===== config.mk =====
export PLATFORM = sky130hd
export DESIGN_NAME = cart_rom_mapper_flat
export DESIGN_NICKNAME = d
export VERILOG_FILES = /design/src/rtl/cart_rom_mapper_if.sv /design/src/rtl/cart_rom_mapper.sv /design/src/flat_wrapper.sv
export SDC_FILE = /design/constraint.sdc
export NUM_CORES = 1
export LEC_CHECK = 0
export CAP_MARGIN = 0
export CELL_PAD_IN_SITES_DETAIL_PLACEMENT = 1
export CELL_PAD_IN_SITES_GLOBAL_PLACEMENT = 2
export CORE_UTILIZATION = 31
export CTS_CLUSTER_DIAMETER = 60
export CTS_CLUSTER_SIZE = 40
export DETAILED_ROUTE_END_ITERATION = 10
export PLACE_DENSITY_LB_ADDON = 0.15
export REMOVE_ABC_BUFFERS = 1
export SLEW_MARGIN = 30
export SYNTH_ARGS = -nofsm -noshare
export SYNTH_HDL_FRONTEND = slang
export SYNTH_SLANG_ARGS = --single-unit

===== constraint.sdc =====
create_clock -name i_clk -period 4.4 [get_ports i_clk]
set_input_delay 0.88 -clock i_clk [delete_from_list [all_inputs] [get_ports i_clk]]
set_output_delay 0.88 -clock i_clk [all_outputs]
set_load 0.01 [all_outputs]

===== src/rtl/cart_rom_mapper_if.sv =====
// CPU-side and ROM-side bus of the cartridge ROM mapper.
// The master drives CPU requests and memory responses; the mapper is the slave.
interface cart_rom_mapper_if;
  logic [2:0]  mapper;
  logic [3:0]  offset;
  logic [24:0] rom_size;
  logic        cs;
  logic [15:0] cpu_addr;
  logic [7:0]  cpu_din;
  logic        cpu_rd;
  logic        cpu_wr;
  logic [7:0]  cpu_dout;
  logic        cpu_wait;
  logic [24:0] mem_addr;
  logic        mem_rd;
  logic        mem_ack;
  logic [7:0]  mem_din;

  modport master (
    output mapper, offset, rom_size, cs, cpu_addr, cpu_din, cpu_rd, cpu_wr,
           mem_ack, mem_din,
    input  cpu_dout, cpu_wait, mem_addr, mem_rd
  );

  modport slave (
    input  mapper, offset, rom_size, cs, cpu_addr, cpu_din, cpu_rd, cpu_wr,
           mem_ack, mem_din,
    output cpu_dout, cpu_wait, mem_addr, mem_rd
  );
endinterface


===== src/rtl/cart_rom_mapper.sv =====
// MSX-style cartridge ROM mapper: bank registers, CPU-to-ROM address
// translation with range check, and a two-state read request FSM.
module cart_rom_mapper (
  input  logic              i_clk,
  input  logic              i_reset,
  cart_rom_mapper_if.slave  bus
);

  typedef enum logic {S_IDLE = 1'b0, S_WAIT = 1'b1} state_t;

  state_t            r_state, w_state_nxt;
  logic [3:0][7:0]   r_bank, w_bank_cur, w_bank_nxt;
  logic [2:0]        r_mapper_q;
  logic              r_fresh;
  logic [7:0]        r_cpu_dout, w_cpu_dout_nxt;
  logic              r_cpu_wait, w_cpu_wait_nxt;
  logic [24:0]       r_mem_addr, w_mem_addr_nxt;
  logic              r_mem_rd, w_mem_rd_nxt;

  logic              w_rd_req, w_wr_req, w_wr_hit, w_mapped, w_oor;
  logic [1:0]        w_wr_sel, w_win;
  logic [25:0]       w_sub;
  logic [24:0]       w_raw;

  function automatic logic [3:0][7:0] bank_defaults(input logic [2:0] m);
    case (m)
      3'd5, 3'd6: bank_defaults = {8'd0, 8'd0, 8'd0, 8'd0};
      default:    bank_defaults = {8'd3, 8'd2, 8'd1, 8'd0};
    endcase
  endfunction

  assign w_rd_req = bus.cs && bus.cpu_rd;
  assign w_wr_req = bus.cs && bus.cpu_wr;
  assign w_mapped = (bus.mapper >= 3'd3) && (bus.mapper <= 3'd6);
  assign w_win    = bus.cpu_addr[14:13] - 2'd2;

  // Until the first edge after reset the banks are taken straight from the
  // defaults of the current mapper, so no constant reset value is wrong.
  assign w_bank_cur = r_fresh ? bank_defaults(bus.mapper) : r_bank;

  // Write decode: which bank register a CPU write targets for this mapper.
  always_comb begin
    w_wr_hit = 1'b0;
    w_wr_sel = 2'd0;
    if (w_wr_req) begin
      case (bus.mapper)
        3'd3: begin
          w_wr_hit = (bus.cpu_addr[15:13] >= 3'b011) && (bus.cpu_addr[15:13] <= 3'b101);
          w_wr_sel = w_win;
        end
        3'd4: begin
          w_wr_hit = (bus.cpu_addr[15:14] == 2'b01 || bus.cpu_addr[15:14] == 2'b10) &&
                     (bus.cpu_addr[12:11] == 2'b10);
          w_wr_sel = w_win;
        end
        3'd5: begin
          w_wr_hit = (bus.cpu_addr[15:13] == 3'b011);
          w_wr_sel = bus.cpu_addr[12:11];
        end
        3'd6: begin
          w_wr_hit = (bus.cpu_addr[15:13] == 3'b011) && (bus.cpu_addr[11] == 1'b0);
          w_wr_sel = {bus.cpu_addr[12], 1'b0};
        end
        default: begin
          w_wr_hit = 1'b0;
          w_wr_sel = 2'd0;
        end
      endcase
    end else begin
      w_wr_hit = 1'b0;
      w_wr_sel = 2'd0;
    end
  end

  // Bank update: a mapper change reloads defaults, otherwise apply the write.
  always_comb begin
    w_bank_nxt = w_bank_cur;
    if (!r_fresh && (bus.mapper != r_mapper_q)) begin
      w_bank_nxt = bank_defaults(bus.mapper);
    end else if (w_wr_hit) begin
      w_bank_nxt[w_wr_sel] = bus.cpu_din;
    end else begin
      w_bank_nxt = w_bank_cur;
    end
  end

  // Raw ROM address and out-of-range flag; ASCII16 keeps bank A/B in slots 0/2.
  always_comb begin
    w_sub = {10'd0, bus.cpu_addr} - {10'd0, bus.offset, 12'd0};
    w_raw = 25'd0;
    w_oor = 1'b1;
    if (w_mapped) begin
      if (bus.mapper == 3'd6) begin
        w_raw = {3'd0, w_bank_cur[bus.cpu_addr[15] ? 2'd2 : 2'd0], bus.cpu_addr[13:0]};
      end else begin
        w_raw = {4'd0, w_bank_cur[w_win], bus.cpu_addr[12:0]};
      end
      w_oor = !(bus.cpu_addr[15:14] == 2'b01 || bus.cpu_addr[15:14] == 2'b10) ||
              (w_raw >= bus.rom_size);
    end else begin
      w_raw = w_sub[24:0];
      w_oor = w_sub[25] || (w_raw >= bus.rom_size);
    end
  end

  // State, bank and output registers.
  always_ff @(posedge i_clk or posedge i_reset) begin
    if (i_reset) begin
      r_state    <= S_IDLE;
      r_bank     <= {8'd3, 8'd2, 8'd1, 8'd0};
      r_fresh    <= 1'b1;
      r_mapper_q <= 3'd0;
      r_cpu_dout <= 8'hFF;
      r_cpu_wait <= 1'b0;
      r_mem_addr <= 25'd0;
      r_mem_rd   <= 1'b0;
    end else begin
      r_state    <= w_state_nxt;
      r_bank     <= w_bank_nxt;
      r_fresh    <= 1'b0;
      r_mapper_q <= bus.mapper;
      r_cpu_dout <= w_cpu_dout_nxt;
      r_cpu_wait <= w_cpu_wait_nxt;
      r_mem_addr <= w_mem_addr_nxt;
      r_mem_rd   <= w_mem_rd_nxt;
    end
  end

  // Next-state logic of the read FSM.
  always_comb begin
    w_state_nxt = r_state;
    case (r_state)
      S_IDLE: begin
        if (w_rd_req && !w_oor) w_state_nxt = S_WAIT;
        else                    w_state_nxt = S_IDLE;
      end
      S_WAIT: begin
        if (bus.mem_ack) w_state_nxt = S_IDLE;
        else             w_state_nxt = S_WAIT;
      end
      default: w_state_nxt = S_IDLE;
    endcase
  end

  // Next output values; out-of-range reads answer 0xFF without touching memory.
  always_comb begin
    w_cpu_dout_nxt = r_cpu_dout;
    w_cpu_wait_nxt = r_cpu_wait;
    w_mem_addr_nxt = r_mem_addr;
    w_mem_rd_nxt   = r_mem_rd;
    case (r_state)
      S_IDLE: begin
        if (w_rd_req && w_oor) begin
          w_cpu_dout_nxt = 8'hFF;
        end else if (w_rd_req) begin
          w_mem_addr_nxt = w_raw;
          w_mem_rd_nxt   = 1'b1;
          w_cpu_wait_nxt = 1'b1;
        end else begin
          w_mem_rd_nxt   = 1'b0;
          w_cpu_wait_nxt = 1'b0;
        end
      end
      S_WAIT: begin
        if (bus.mem_ack) begin
          w_cpu_dout_nxt = bus.mem_din;
          w_mem_rd_nxt   = 1'b0;
          w_cpu_wait_nxt = 1'b0;
        end else begin
          w_mem_rd_nxt   = 1'b1;
          w_cpu_wait_nxt = 1'b1;
        end
      end
      default: begin
        w_mem_rd_nxt   = 1'b0;
        w_cpu_wait_nxt = 1'b0;
      end
    endcase
  end

  assign bus.cpu_dout = r_cpu_dout;
  assign bus.cpu_wait = r_cpu_wait;
  assign bus.mem_addr = r_mem_addr;
  assign bus.mem_rd   = r_mem_rd;

endmodule

===== src/flat_wrapper.sv =====
// flat-port wrapper written by rule: the top's interface ports become plain ports
module cart_rom_mapper_flat 
  (i_clk, i_reset, bus_mapper, bus_offset, bus_rom_size, bus_cs, bus_cpu_addr, bus_cpu_din, bus_cpu_rd, bus_cpu_wr, bus_mem_ack, bus_mem_din, bus_cpu_dout, bus_cpu_wait, bus_mem_addr, bus_mem_rd);
  cart_rom_mapper_if bus_i ();
  input  logic i_clk;
  input  logic i_reset;
  input wire logic [$bits(bus_i.mapper)-1:0] bus_mapper;
  input wire logic [$bits(bus_i.offset)-1:0] bus_offset;
  input wire logic [$bits(bus_i.rom_size)-1:0] bus_rom_size;
  input wire logic [$bits(bus_i.cs)-1:0] bus_cs;
  input wire logic [$bits(bus_i.cpu_addr)-1:0] bus_cpu_addr;
  input wire logic [$bits(bus_i.cpu_din)-1:0] bus_cpu_din;
  input wire logic [$bits(bus_i.cpu_rd)-1:0] bus_cpu_rd;
  input wire logic [$bits(bus_i.cpu_wr)-1:0] bus_cpu_wr;
  input wire logic [$bits(bus_i.mem_ack)-1:0] bus_mem_ack;
  input wire logic [$bits(bus_i.mem_din)-1:0] bus_mem_din;
  output wire logic [$bits(bus_i.cpu_dout)-1:0] bus_cpu_dout;
  output wire logic [$bits(bus_i.cpu_wait)-1:0] bus_cpu_wait;
  output wire logic [$bits(bus_i.mem_addr)-1:0] bus_mem_addr;
  output wire logic [$bits(bus_i.mem_rd)-1:0] bus_mem_rd;
  assign bus_i.mapper = bus_mapper;
  assign bus_i.offset = bus_offset;
  assign bus_i.rom_size = bus_rom_size;
  assign bus_i.cs = bus_cs;
  assign bus_i.cpu_addr = bus_cpu_addr;
  assign bus_i.cpu_din = bus_cpu_din;
  assign bus_i.cpu_rd = bus_cpu_rd;
  assign bus_i.cpu_wr = bus_cpu_wr;
  assign bus_i.mem_ack = bus_mem_ack;
  assign bus_i.mem_din = bus_mem_din;
  assign bus_cpu_dout = bus_i.cpu_dout;
  assign bus_cpu_wait = bus_i.cpu_wait;
  assign bus_mem_addr = bus_i.mem_addr;
  assign bus_mem_rd = bus_i.mem_rd;
  cart_rom_mapper u_core (.i_clk(i_clk), .i_reset(i_reset), .bus(bus_i));
endmodule

Word-level counts from Yosys, hierarchy flattened
Cells that the tools add are included.
{"block": "word_totals", "reg_bits": 71, "input_bits": 70, "output_inout_bits": 35, "wordCells": 86}
{"block": "classes", "addsub": 2, "magnitude_cmp": 10, "n_eq_ne": 12, "n_mux": 29, "bitwise": 3, "n_reduce_logical": 20}
{"cell": "32-bit 2-to-1 mux", "count": 3}
{"cell": "25-bit >= comparator", "count": 2}
{"cell": "25-bit 2-to-1 mux", "count": 2}
{"cell": "8-bit 2-to-1 mux", "count": 5}
{"cell": "8-bit binary-select mux with 2-bit select", "count": 2}
{"cell": "32-bit bitwise mux", "count": 1}
{"cell": "26-bit 2-to-1 mux", "count": 1}
{"cell": "22-bit 2-to-1 mux", "count": 1}
{"cell": "16-bit by 16-bit subtractor with 17-bit output", "count": 1}
{"cell": "8-bit demux with 2-bit select", "count": 1}
{"cell": "8-bit case mux with 2 select lines", "count": 1}
{"cell": "1-bit logical AND", "count": 10}
{"cell": "3-bit equality test, second input constant", "count": 3}
{"cell": "2-bit by 3-bit < comparator with 1-bit output, second input constant", "count": 3}
{"cell": "3-bit by 2-bit equality test with 1-bit output, second input constant", "count": 2}
{"cell": "3-bit by 2-bit >= comparator with 1-bit output, second input constant", "count": 2}
{"cell": "3-bit less-or-equal comparator, second input constant", "count": 2}
{"cell": "1-bit 2-to-1 mux", "count": 6}
{"cell": "2-bit case mux with 3 select lines", "count": 1}
{"cell": "2-bit equality test, second input constant", "count": 2}
{"cell": "2-bit 2-to-1 mux", "count": 2}
{"cell": "2-bit != test, second input constant", "count": 2}
{"cell": "1-bit case mux with 2 select lines", "count": 2}
{"cell": "1-bit case mux with 4 select lines", "count": 1}
{"cell": "11 further kinds", "count": 18}

Longest topological paths before layout
Gate-level depths: netlist of the first run.
{"block": "logic_depth", "word_depth": 15, "mapped_depth": 16, "mapped_depth_nobuf": 14}

Least setup slack after synthesis of the first run
No wires, ideal clock.
{"block": "synth_timing", "path_kind": "in2reg", "start": "input port bus_mapper[1]", "end": "register u_core.r_mem_addr[2] (netlist: u_core.bus.mem_addr[2])", "setup_ns": 0.125, "t_arrival_ns": 4.012, "slack_ns": 0.263, "cell_stages": 15, "path_buffers": 4, "path_cell_list": "buf_2 -> nor2b_1 -> and2_1 -> clkbuf_1 -> clkbuf_1 -> nor3b_1 -> ha_1 -> or4b_4 -> nor4_4 -> nand2_1 -> a211oi_2 -> o22ai_2 -> nand2_4 -> buf_6 -> mux2_2"}
{"block": "synth_between", "elab_chain_len": 14, "elab_cells_between_ends": 21, "classes_between": "order compare (3); eq/ne (2); mux (10); bitwise (1); reduce/logical (5)"}
{"element": "start: declaration", "line": "flat_wrapper.sv:7", "rtl": "input wire logic [$bits(bus_i.mapper)-1:0] bus_mapper;"}
{"element": "3-bit equality test, on equally long branches", "line": "cart_rom_mapper.sv:26, cart_rom_mapper.sv:93"}
{"element": "2-bit OR reduction", "line": "cart_rom_mapper.sv:26", "rtl": "case (m)"}
{"element": "26-bit 2-to-1 mux", "line": "cart_rom_mapper.sv:26"}
{"element": "32-bit 2-to-1 mux", "line": "cart_rom_mapper.sv:39", "rtl": "assign w_bank_cur = r_fresh ? bank_defaults(bus.mapper) : r_bank;"}
{"element": "8-bit binary-select mux with 2-bit select, on equally long branches", "line": "cart_rom_mapper.sv:96, cart_rom_mapper.sv:94"}
{"element": "8-bit 2-to-1 mux, on equally long branches", "line": "cart_rom_mapper.sv:96, cart_rom_mapper.sv:94"}
{"element": "22-bit 2-to-1 mux", "line": "cart_rom_mapper.sv:93", "rtl": "if (bus.mapper == 3'd6) begin"}
{"element": "25-bit 2-to-1 mux", "line": "cart_rom_mapper.sv:92", "rtl": "if (w_mapped) begin"}
{"element": "25-bit >= comparator", "line": "cart_rom_mapper.sv:99", "rtl": "(w_raw >= bus.rom_size);"}
{"element": "1-bit logical OR", "line": "cart_rom_mapper.sv:98", "rtl": "w_oor = !(bus.cpu_addr[15:14] == 2'b01 || bus.cpu_addr[15:14] == 2'b10) ||"}
{"element": "1-bit 2-to-1 mux", "line": "cart_rom_mapper.sv:92"}
{"element": "1-bit logical AND", "line": "cart_rom_mapper.sv:153", "rtl": "if (w_rd_req && w_oor) begin"}
{"element": "1-bit NOT (no line)"}
{"element": "3-bit AND reduction (no line)"}
{"element": "end signal: assignment", "line": "cart_rom_mapper.sv:124", "rtl": "r_mem_addr <= w_mem_addr_nxt;"}
{"element": "end: declaration", "line": "cart_rom_mapper.sv:17", "rtl": "logic [24:0] r_mem_addr, w_mem_addr_nxt;"}
Parallel ways exist; a longest one is shown, timed or not. The select of a mux whose other input is x is not followed.
A chain may end at the register's enable or synchronous reset.

Final worst setup path of the first run
{"block": "layout_timing", "start": "input port bus_cpu_addr[12]", "end": "register u_core.r_mem_addr[5] (netlist: u_core.bus.mem_addr[5])"}
{"block": "layout_between", "elab_chain_len": 8, "elab_cells_between_ends": 11, "classes_between": "add/sub (1); order compare (2); mux (3); bitwise (1); reduce/logical (4)"}
{"element": "start: declaration", "line": "flat_wrapper.sv:11", "rtl": "input wire logic [$bits(bus_i.cpu_addr)-1:0] bus_cpu_addr;"}
{"element": "branches (longest 4 deep; another with 25-bit >= comparator)"}
{"element": "1-bit 2-to-1 mux (*)", "line": "cart_rom_mapper.sv:92"}
{"element": "1-bit logical AND (*)", "line": "cart_rom_mapper.sv:153"}
{"element": "1-bit NOT (no line) (*)"}
{"element": "3-bit AND reduction (no line) (*)"}
Mark *: on every way between the ends. The select of a mux whose other input is x is not followed.

==> flow_summary_export.csv, run 1 <==
group,metric,value,unit
outcome,outcome,"finished, final reports clean",
setup_path,end_kind,"register",
setup_path,regToRegSetupSlack,1.07,ns
cells_and_area,drive_gt1_share,17.7,%
die,core-area,14000,µm²
yosys,synth_top_area_cell,"dfrtp_1",
global_routing,grt_max_degree,30,
global_routing,grt_pass1_vias,4241,
job,drv_cap,0,
global_routing,antenna_found_initial,0,
drt,initialDrtViolationCount,121,
place,hpwl,10.5,mm
global_routing,grt_pass1_wl,21.8,mm
timing,skew,0.00639,ns
cells_and_area,final_cell_mix,"clkdlybuf4s50_1, dfrtp_1, nand2_1",
timing,setup_viol,0,
yosys,synth_ff_type,"dfrtp_1",
power_and_ir_drop,power.internal,0.00156,W
setup_path,rr_endpoint,"u_core.bus.mem_addr[2]",
place,placed_cells,745,
die,die_x,123,µm
clocking,clockBufferDepth,2,
timing,setup-tns-final,0,ns
setup_path,cp_slowest_cell,"clkdlybuf4s50_1",
yosys,syn_avg_cell_area,10.1,µm²
drt,drt_pre_antenna_iters,4,
die,core.rowCount,43,
power_and_ir_drop,total_power,0.00220,W
yosys,synth_area_leaders,"dfrtp_1, ha_1, dfstp_2",
clocking,cts_htree_levels,3,
worst_hold_path,hp-class,"reg2reg",
global_routing,gr-usage-all-layers,19.2,%
timing,hold_viol,0,
yosys,yosys_warnings,0,
die,die_h,123,µm
yosys,synth_edf_count,0,
clocking,cts_sinks,69,
clocking,cts_hold_buffers,0,
timing,layout_min_cycle_time,4.14,ns
clocking,root_buffer,"clkbuf_16",
global_routing,overflow,0,
worst_hold_path,hold_start,"u_core.bus.cpu_dout[3]",
cells_and_area,syn_to_final_growth,38.6,%
power_and_ir_drop,p_leak,2.89,nW
setup_path,cpPeakStageDelay,0.44,ns
setup_path,cp-start-kind,"input port",
power_and_ir_drop,pwr-share-clk,34.4,%
yosys,synth_area,4530,µm²
power_and_ir_drop,combPwrFrac,29.2,%
yosys,yosys.cell_types.count,61,
drt,wirelength,13.4,mm
drt,vias,3894,
timing,slew_headroom,39.4,%
power_and_ir_drop,seqPwrFrac,36.4,%
cells_and_area,final_core_util,44.7,%
timing,worst_pin_slew,0.906,ns
cells_and_area,final_common_cell,"clkdlybuf4s50_1",
yosys,synth-seq-cells,69,
drt,viasPerCell,5.12,
yosys,yosysTopAreaCellShare,31.0,%
place,gpl.final_weighted_congestion,0.797,
timing,max_clock_freq,242,MHz
cells_and_area,fin_nets,689,
die,initial_core_util,32.2,%
yosys,async_flop_share,100,%
setup_path,r2r_cells,10,
clocking,cts_tree,"built",
setup_path,arrival,4.36,ns
drt,ant_nets,0,
timing,hold_ws,0.495,ns
yosys,netlist_instances,446,
setup_path,path_cells,"clkdlybuf4s50_1, inv_1, ha_1, inv_1, fa_1, a21o_1, a21oi_1, buf_4, ha_1, a211oi_1, nor2_1, nor4_1, o211ai_1, o22ai_2, nand2_4, mux2_1",
timing,rsz0062_at_grt,"false",
clocking,clk_pin_slew,0.06,ns
yosys,ys_seq_area_share,38.5,%
timing,post-route-period-util,94.1,%
die,die-area,15100,µm²
worst_hold_path,hold_path_depth,2,
power_and_ir_drop,swShare,29.1,%
power_and_ir_drop,switchingPower,0.000639,W
drt,drc,0,
setup_path,critPathKind,"in2reg",
cells_and_area,diodes,0,
setup_path,required,4.63,ns
worst_hold_path,min_to,"u_core.bus.cpu_dout[3]",
power_and_ir_drop,p_per_area,350,nW/µm²
die,io_pins,105,
timing,maxSlewViolCount,0,
cells_and_area,layout.cells.non_filler,761,
clocking,clk_latency,0.35,ns
place,io_buffers,104,
setup_path,cp_max_fo,18,
drt,wire_per_inst,17.6,µm
setup_path,r2r-start,"u_core.r_fresh",
power_and_ir_drop,ir_worst_vdd,0.128,mV
clocking,cts_buffers,9,
## sequential cells by signal, indices dropped and copies added, names as in the netlist
signal               flops
u_core.r_fresh           1
u_core.r_mapper_q        3
u_core.bus.cpu_wait      1
u_core.r_bank           32
u_core.bus.mem_addr     23
u_core.bus.cpu_dout      8
u_core.r_state           1
## synth_stat cells (5+ instances only)
| master | n |
|---|---|
| dfstp_2 | 13 |
| a22o_1 | 28 |
| mux2_2 | 14 |
| a21oi_1 | 22 |
| nand2_1 | 43 |
| buf_2 | 7 |
| a21boi_0 | 5 |
| nand4_1 | 5 |
| nor2_1 | 29 |
| a211oi_1 | 9 |
| nand3_2 | 8 |
| o21ai_0 | 15 |
| mux2_1 | 6 |
| a41o_1 | 5 |
| clkbuf_1 | 8 |
| dfrtp_1 | 56 |
| ha_1 | 42 |
| mux4_2 | 6 |
| mux2i_1 | 14 |
| nand3_1 | 5 |
| inv_1 | 37 |
## routing by layer
metal | share of wire (%) | global-route usage [%] | vias up | wire (µm)
met4 | 1.6 | 7.55 | 0 | 221
met2 | 51 | 34.3 | 60 | 6840
met3 | 3.0 | 2.60 | 15 | 396
li1 | - | - | 1890 | -
met1 | 44 | 23.3 | 1929 | 5950
met5 | 0 | 0 | - | 0
## per-stage QoR
step / setup slack [ns] / instance area, µm²
floorplan: 0.168 / 4410
detailed placement: -0.163 / 5960
global placement: -0.0723 / 5960
global route: 0.0650 / 6270
CTS: 0.185 / 6260
finish: 0.261 / 6270
## how the worst max path moves through the flow
stage / cells after the start / start / end / slack, ns
CTS: 16 / bus_cpu_addr[12] / u_core.bus.mem_addr[2] / 0.18
detailed placement: 16 / bus_cpu_addr[12] / u_core.bus.mem_addr[2] / -0.16
floorplan: 14 / bus_cpu_addr[12] / u_core.bus.mem_addr[0] / 0.17
finish: 16 / bus_cpu_addr[12] / u_core.bus.mem_addr[5] / 0.26
global route: 17 / bus_cpu_addr[12] / u_core.bus.mem_addr[20] / 0.07
global placement: 16 / bus_cpu_addr[12] / u_core.bus.mem_addr[3] / -0.07
## power by group through the flow
stage | registers (W) | logic, W | clock network [W]
CTS | 0.000800 | 0.000654 | 0.000775
global route | 0.000810 | 0.000708 | 0.000795
finish | 0.000798 | 0.000642 | 0.000755
global placement | 0.000807 | 0.000633 | 0
floorplan | 0.000845 | 0.000249 | 0
detailed placement | 0.000811 | 0.000652 | 0
## worst max-delay path: cells and delay by family
family                   cells  cell delay [ns]
AND/OR/NAND/NOR              3             0.51
adder cells (fa/ha/maj)      3             0.80
buffers and inverters        4             0.80
AO/OA/AOI/OAI                5             0.96
multiplexers                 1             0.42
## area by class of cell
type | instances | area, µm²
Multi-Input combinational cell | 319 | 2540
Tap cell | 180 | 225
Fill cell | 1568 | 7770
Inverter | 37 | 139
Timing Repair Buffer | 140 | 1320
Clock buffer | 11 | 243
Clock inverter | 5 | 58.8
Sequential cell | 69 | 1740
## cells by family after synthesis
logic type | Yosys count | synth area share (%)
buffers and inverters | 58 | 5.58
and+or+nand+nor | 121 | 14.2
xor gates and xnor gates | 6 | 1.16
AOI/OAI and AO/OA | 108 | 17.4
adders and majority gates | 43 | 12.1
DFF | 69 | 38.5
muxes | 40 | 11.1
other | 1 | 0.0828
## what timing repair did
item	CTS	global route
setup endpoints to repair	0	17
resized for setup	0	2
buffers inserted	0	0
Note: power is estimated with default switching activity, not from simulation.
==> run 2, diff against run 1 <==
Settings changed: CORE_MARGIN set to 2.
==> run 2 against run 1 <==
  * Clock power hardly changed
  * Largest cell class unchanged
  * Global-route usage down 0.94 points
  * Final cell count rose by 0.26%
  * Critical endpoint is now u_core.bus.mem_addr[4]
  * Worst setup slack got worse by 0.062 ns
  * Count of clock-buffer cells in the layout decreased by 1
  * Via count grew 0.13%
  * Critical path depth unchanged
  * Highest routed layer unchanged
==> flow_summary_export.csv, run 2 (same netlist as run 1, synthesis figures left out) <==
group,metric,value,unit
outcome,outcome,"finished, final reports clean",
clocking,clk_pin_slew,0.06,ns
cells_and_area,finalInstanceArea,6270,µm²
setup_path,cp_max_fo,18,
timing,hold_viol,0,
drt,drc,0,
clocking,cts_sinks,69,
timing,setup_viol,0,
timing,worst_pin_slew,0.680,ns
place,io_buffers,104,
die,io_pins,105,
power_and_ir_drop,total_power,0.00220,W
cells_and_area,final_cell_mix,"clkdlybuf4s50_1, dfrtp_1, nand2_1",
clocking,cts_tree,"built",
timing,hold_ws,0.494,ns
clocking,cts_buffers,9,
place,hpwl,10.6,mm
timing,skew,0.0100,ns
worst_hold_path,hold_path_depth,1,
place,placed_cells,747,
global_routing,overflow,0,
global_routing,grt_pass1_vias,4237,
die,initial_core_util,31.4,%
cells_and_area,fin_nets,687,
die,die_x,125,µm
place,postPlaceCellArea,5950,µm²
setup_path,end_kind,"register",
clocking,clockBufferDepth,2,
setup_path,rr_endpoint,"u_core.bus.mem_addr[2]",
setup_path,required,4.62,ns
job,drv_cap,0,
timing,slew_headroom,54.7,%
global_routing,antenna_found_initial,0,
timing,max_clock_freq,238,MHz
setup_path,regToRegSetupSlack,1.17,ns
cells_and_area,syn_to_final_growth,38.6,%
timing,setup-tns-final,0,ns
setup_path,r2r_cells,10,
drt,wire_per_inst,17.7,µm
die,die_h,125,µm
timing,layout_min_cycle_time,4.20,ns
global_routing,grt_max_degree,70,
drt,vias,3899,
power_and_ir_drop,p_per_area,351,nW/µm²
cells_and_area,diodes,0,
place,gpl.final_weighted_congestion,0.846,
cells_and_area,drive_gt1_share,17.6,%
setup_path,cp-start-kind,"input port",
cells_and_area,regMostFlops,"u_core.r_bank",
setup_path,arrival,4.42,ns
drt,drt_pre_antenna_iters,4,
drt,initialDrtViolationCount,115,
cells_and_area,largest_register_ffs,32,
die,core.rowCount,44,
worst_hold_path,min_to,"u_core.bus.mem_addr[21]",
drt,viasPerCell,5.11,
global_routing,gr-usage-all-layers,18.3,%
power_and_ir_drop,ir_worst_vdd,0.156,mV
clocking,clk_latency,0.34,ns
worst_hold_path,hold_start,"u_core.bus.mem_addr[21]",
global_routing,grt_pass1_wl,22.6,mm
die,die-area,15600,µm²
drt,ant_nets,0,
cells_and_area,layout.cells.non_filler,763,
die,core-area,14400,µm²
clocking,root_buffer,"clkbuf_16",
cells_and_area,final_common_cell,"clkdlybuf4s50_1",
clocking,cts_htree_levels,3,
setup_path,critPathKind,"in2reg",
worst_hold_path,hp-class,"reg2reg",
power_and_ir_drop,p_leak,2.89,nW
timing,maxSlewViolCount,0,
setup_path,r2r-start,"u_core.r_fresh",
clocking,cts_setup_buffers,0,
timing,rsz0062_at_grt,"true",
drt,wirelength,13.5,mm
timing,post-route-period-util,95.5,%
[run 2: cell types whose count changed in the layout (fill, tap and decap cells not counted), sizes merged]
cell and change:
buf -2, clkbuf -1, clkinvlp -2, clkinv +3
[run 2: area by class of cell]
type / instances / area (µm²)
Fill cell: 1620 / 8150
Multi-Input combinational cell: 319 / 2540
Sequential cell: 69 / 1740
Timing Repair Buffer: 138 / 1310
Clock buffer: 10 / 239
Tap cell: 184 / 230
Inverter: 37 / 139
Clock inverter: 6 / 70.1
[run 2: worst max-delay path, cell delays in order]
cell             delay (ns)
clkdlybuf4s50_1        0.43
inv_1                  0.11
ha_1                   0.15
inv_1                  0.06
fa_1                   0.38
a21o_1                 0.19
a21oi_1                0.14
buf_4                  0.20
ha_1                   0.26
a211oi_1               0.26
nor2_1                 0.08
nor4_1                 0.25
o211ai_1               0.15
o22ai_2                0.24
nand2_4                0.22
mux2_1                 0.39
[run 2: per-stage QoR]
| step | utilization, % | worst slack, ns |
|---|---|---|
| global placement | 41.3 | -0.0851 |
| finish | 43.5 | 0.199 |
| global route | 43.5 | -0.00700 |
| floorplan | - | 0.168 |
| CTS | 43.4 | 0.210 |
| detailed placement | 41.3 | -0.152 |
[run 2: how the worst max path moves through the flow]
stage,from,end,cells after the start
after global placement,bus_cpu_addr[12],u_core.bus.mem_addr[13],16
after global routing,bus_cpu_addr[12],u_core.bus.mem_addr[5],16
after floorplan,bus_cpu_addr[12],u_core.bus.mem_addr[0],14
after CTS,bus_cpu_addr[12],u_core.bus.mem_addr[5],16
after detailed placement,bus_cpu_addr[12],u_core.bus.mem_addr[4],16
final,bus_cpu_addr[12],u_core.bus.mem_addr[4],16
[run 2: layer usage]
layer	vias to the layer above	track usage [%]	wire length (µm)
met4	0	7.19	262
met1	1931	22.7	6020
met2	67	31.3	6710
met3	21	3.57	508
met5	-	0	0
li1	1880	-	-
[run 2: where the power goes]
group	leakage [nW]	total, W	switching, W	internal [W]
combinational	1.86	0.000646	0.000290	0.000356
sequential	0.878	0.000796	0.0000504	0.000746
clock	0.153	0.000758	0.000300	0.000458
[run 2: timing repair]
| item | 4_1_cts | 5_1_grt |
|---|---|---|
| endpoints found under the setup margin | 0 | 14 |
| resized for setup | 0 | 1 |
| hold buffers | 0 | 0 |
